$ cat config.mk
export PLATFORM = sky130hd
export DESIGN_NAME = br_resolve
export DESIGN_NICKNAME = d
export VERILOG_FILES = /design/src/rtl/br_resolve.sv
export SDC_FILE = /design/constraint.sdc
export NUM_CORES = 1
export LEC_CHECK = 0
export ABC_AREA = 1
export CAP_MARGIN = 20
export CELL_PAD_IN_SITES_DETAIL_PLACEMENT = 1
export CELL_PAD_IN_SITES_GLOBAL_PLACEMENT = 1
export CORE_ASPECT_RATIO = 1.75
export CORE_MARGIN = 2
export CORE_UTILIZATION = 30
export DETAILED_ROUTE_END_ITERATION = 8
export HOLD_SLACK_MARGIN = 0.05
export PLACE_DENSITY = 0.89
export SLEW_MARGIN = 0
export SYNTH_ARGS = -nofsm -noshare
export SYNTH_HDL_FRONTEND = slang
export SYNTH_SLANG_ARGS = --single-unit
$ cat constraint.sdc
create_clock -name i_clk -period 1.85 [get_ports i_clk]
set_input_delay 0.2775 -clock i_clk [delete_from_list [all_inputs] [get_ports i_clk]]
set_output_delay 0.2775 -clock i_clk [all_outputs]
set_load 0.005 [all_outputs]
$ cat src/rtl/br_resolve.sv
// Branch resolution unit: decodes branch outcome from comparator flags, issues a registered
// one-cycle redirect, keeps perf counters and (with BR_RESOLVE_BHT_EN) a 2-bit BHT predictor.
module br_resolve #(
    parameter int BHT_DEPTH = 64
) (
    input  logic        i_clk,
    input  logic        i_reset,
    input  logic [31:0] i_pc_id,
    output logic        o_pred_taken,
    input  logic        i_ex_valid,
    input  logic        i_ex_stall,
    input  logic [31:0] i_ex_pc,
    input  logic        i_ex_is_br,
    input  logic        i_ex_is_jal,
    input  logic        i_ex_is_jalr,
    input  logic [2:0]  i_ex_funct3,
    input  logic        i_ex_pred_taken,
    input  logic [31:0] i_ex_target,
    output logic        o_br_unsigned,
    input  logic        i_br_less,
    input  logic        i_br_equal,
    output logic        o_redirect,
    output logic [31:0] o_redirect_pc,
    output logic [31:0] o_br_count,
    output logic [31:0] o_mispred_count
);
    localparam int IDX_W = $clog2(BHT_DEPTH);

    logic        redirect_reg;
    logic [31:0] redirect_pc_reg;
    logic [31:0] br_count_reg;
    logic [31:0] mispred_count_reg;

    logic resolve;
    logic br_legal;
    logic br_taken;
    logic br_event;
    logic br_mispred;
    logic jump_event;
    logic pred_used;

    // The instruction sitting in EX during a redirect pulse is wrong-path and is dropped.
    assign resolve = i_ex_valid && !i_ex_stall && !redirect_reg;

    always_comb begin
        br_legal = 1'b1;
        br_taken = 1'b0;
        case (i_ex_funct3)
            3'b000:         br_taken = i_br_equal;
            3'b001:         br_taken = !i_br_equal;
            3'b100, 3'b110: br_taken = i_br_less;
            3'b101, 3'b111: br_taken = !i_br_less;
            default:        br_legal = 1'b0;
        endcase
    end

    assign br_event      = resolve && i_ex_is_br && br_legal;
    assign br_mispred    = br_event && (br_taken != pred_used);
    assign jump_event    = resolve && (i_ex_is_jal || i_ex_is_jalr);
    assign o_br_unsigned = i_ex_funct3[1];

    always_ff @(posedge i_clk) begin
        if (i_reset) begin
            redirect_reg      <= 1'b0;
            redirect_pc_reg   <= 32'd0;
            br_count_reg      <= 32'd0;
            mispred_count_reg <= 32'd0;
        end else begin
            redirect_reg <= br_mispred || jump_event;
            if (br_mispred || jump_event) begin
                redirect_pc_reg <= (jump_event || br_taken) ? i_ex_target : i_ex_pc + 32'd4;
            end
            if (br_event) begin
                br_count_reg <= br_count_reg + 32'd1;
            end
            if (br_mispred) begin
                mispred_count_reg <= mispred_count_reg + 32'd1;
            end
        end
    end

    assign o_redirect      = redirect_reg;
    assign o_redirect_pc   = redirect_pc_reg;
    assign o_br_count      = br_count_reg;
    assign o_mispred_count = mispred_count_reg;

`ifdef BR_RESOLVE_BHT_EN
    logic [2*BHT_DEPTH-1:0] bht_flat;
    logic [IDX_W-1:0]       rd_idx;
    logic [IDX_W-1:0]       wr_idx;
    logic                   unused_pc_bits;

    assign rd_idx         = i_pc_id[IDX_W+1:2];
    assign wr_idx         = i_ex_pc[IDX_W+1:2];
    assign unused_pc_bits = ^{i_pc_id[31:IDX_W+2], i_pc_id[1:0]};
    assign pred_used      = i_ex_pred_taken;
    // Read sees the pre-update counter; a same-cycle write is not bypassed.
    assign o_pred_taken   = bht_flat[{rd_idx, 1'b1}];

    generate
        for (genvar gi = 0; gi < BHT_DEPTH; gi++) begin : g_bht
            logic [1:0] ctr_reg;
            always_ff @(posedge i_clk) begin
                if (i_reset) begin
                    ctr_reg <= 2'b01;
                end else if (br_event && (wr_idx == IDX_W'(gi))) begin
                    if (br_taken && (ctr_reg != 2'b11)) begin
                        ctr_reg <= ctr_reg + 2'd1;
                    end else if (!br_taken && (ctr_reg != 2'b00)) begin
                        ctr_reg <= ctr_reg - 2'd1;
                    end
                end
            end
            assign bht_flat[2*gi +: 2] = ctr_reg;
        end
    endgenerate
`else
    logic unused_inputs;

    assign unused_inputs = ^{i_pc_id, i_ex_pred_taken};
    // Static not-taken: every taken branch is a misprediction.
    assign pred_used     = 1'b0;
    assign o_pred_taken  = 1'b0;
`endif

endmodule

==> impl_metrics.ini <==
[run_status]
status = finished, final reports clean

[final_layout]
fin_area_mm2 = 0.00775
stdcell_count = 1314
antenna_cells = 0
syn_to_final_growth_pct = 41.9
nets = 1187
drive_gt1_share_pct = 7.22

[floorplanning]
num_rows = 65
ios = 208
initial_utilization_pct = 30.4
fp.dieH_um = 182
die_area_mm2 = 0.0193
die_x_um = 106
core_region_area_mm2 = 0.0180

[routing]
wl_mm = 20.0
remaining_drc_errors = 0
drt_first_iter_violations = 112
num_vias = 6293
via_per_inst = 4.79
drt_pass1_iterations = 5
wl_per_cell_um = 15.3
ant_nets = 0

[global_route]
grt_busiest_layer = met2
antenna_found_initial = 0
global_route.usage.met2_pct = 41.3
use_met1_pct = 21.1
grt_max_degree = 34
grt_pass1_vias = 6638
met3_usage_pct = 3.07
grt_overflow = 0
grtUsageTotal_pct = 21.2
grt_pass1_wl_mm = 32.4

[timing]
skew_ps = 10.8
fin_crit_sh_pct = 92.5
drv_slew = 0
finalSetupViolCount = 0
max_freq_mhz = 584
hold_violations = 0
rsz0062_at_grt = false
period_minus_slack_ps = 1710

[power_and_ir_drop]
power_switching_w = 0.00121
p_seq_share_pct = 47.4
leakagePower_nw = 2.88
irDropWorstVdd_mv = 0.334
swShare_pct = 26.4
powerDensity_mw_per_mm2 = 592
power.share.combinational_pct = 11.7
clock_power_share_pct = 40.9
internal_power_w = 0.00337
finalPower_w = 0.00458

[critical_path]
critPathTopFamily = buffers and inverters
slowest_stage = clkdlybuf4s50_1
worst_setup_path_end_kind = primary output
required_ps = 1570
start_kind = flop
crit_buf_inv = 1
cp.arrival_ps = 1430
crit_chain = clkdlybuf4s50_1
slowest_delay_ps = 560
critPathKind = flop to primary output
crit_fanout = 6

[logic_synthesis]
seq_area_frac_synth_pct = 35.6
synth_largest_area_cell = dfxtp_1
synth.most_common_cell = nand2_1
ys.flop_type = dfxtp_1
synthesis.area_mm2 = 0.00546
synthTopCellsByCount = nand2_1, nor2_1, dfxtp_1, inv_1, a21oi_1
ys_seq_elements = 97
synthArstFlopShare_pct = 0
syn_inst = 901
synth_edf_count = 0
ys_top_cells_by_area = dfxtp_1, nand2_1, nor2_1, a21oi_1, inv_1
synth.top_cell.area_share_pct = 35.6
syn_avg_cell_area_um2 = 6.06
syn-num-nets = 1013
yosysWarnings = 0
synthDistinctLibCells = 30

[placed_design]
post-dp-hpwl_mm = 16.0
placed_cells = 1298
port_buffers = 152
dpl_cell_area_mm2 = 0.00746
gp_congestion = 0.901

[cts]
h-tree-depth = 3
cts_tree = done
post_cts_buffers = 0
cts.root.buffer_cell = clkbuf_16
hold_buffers = 0
insertion_delay_ps = 360
numCtsBuffers = 9
clk_pin_slew_ps = 80
clockBufferDepth = 2
cts_sinks = 97

[worst_hold_path]
hold_class = input port to flop

[flow_run]
max-cap-violations = 0
==> worst min-delay path: stages <==
cell	delay [ps]
buf_2	160
a21oi_4	50
buf_12	160
==> worst paths after layout <==
| kind | start | to | slack (ps) | cells past startpoint |
|---|---|---|---|---|
| setup / recovery | o_mispred_count[22] | o_mispred_count[22] | 140 | 1 |
| hold / removal | i_reset | o_redirect | 360 | 3 |
| setup reg to reg | o_br_count[0] | o_br_count[16] | 190 | 8 |
| hold reg to reg | o_redirect_pc[27] | o_redirect_pc[27] | 450 | 2 |
==> area by class of cell <==
class / count / area [um2]
inverters: 69 / 259
clock inverters: 7 / 60.1
clock buffers: 9 / 225
well taps: 234 / 293
repair buffers: 190 / 1880
flip-flops and latches: 97 / 1940
fillers: 2379 / 10200
multi-input cells: 708 / 3090
==> power by group through the flow <==
stage / Clock [W] / Sequential, W / Combinational [W]
2_1_floorplan: 0 / 0.00222 / 0.000207
3_3_place_gp: 0 / 0.00222 / 0.000530
3_5_place_dp: 0 / 0.00222 / 0.000543
4_1_cts: 0.00193 / 0.00217 / 0.000547
5_1_grt: 0.00201 / 0.00218 / 0.000593
6_report: 0.00187 / 0.00217 / 0.000538
==> timing repair <==
item,in CTS,in global routing
gates resized for setup,0,2
hold endpoints to repair,0,0
endpoints found under the setup margin,0,2
==> cells in the final DEF (no fill, tap or decap), drive strengths merged, types with 3 or more instances in the layout <==
master	netlist	layout
a21oi	52	52
buf	16	39
clkbuf	11	9
clkdlybuf4s50	0	151
dfxtp	97	97
ha	3	3
inv	69	73
nand2	406	406
nand3	49	49
nand4	8	8
nor2	129	129
nor3	5	5
o21ai	32	32
xnor2	9	9
xor2	12	12
==> through the flow <==
stage	TNS, ps	utilization (%)	setup WS [ps]	hold slack, ps
after floorplan	0	-	351	381
after global placement	-1260	41.5	-66.5	437
after detailed placement	-4590	41.5	-148	439
after CTS	0	43.1	129	355
after global routing	0	43.1	10.8	374
final	0	43.1	138	365
==> state kept, by name, summed over array words and instances, names as in the netlist <==
register and flops:
o_redirect 1, o_br_count 32, o_redirect_pc 32, o_mispred_count 32
==> cell families after synthesis <==
family,Yosys count,share of synthesized area [%]
flops,97,35.6
simple gates,599,44.4
xor+xnor,21,3.37
compound gates,84,7.98
other cells,1,0.0687
fa+ha+maj,3,0.688
buf+inv,96,7.91
==> metal layers <==
layer / vias to the layer above / wire length, um
li1: 3143 / -
met1: 2949 / 7480
met2: 146 / 11000
met3: 55 / 613
met4: 0 / 964
met5: - / 0
No activity file was read; power rests on OpenSTA's default activity.
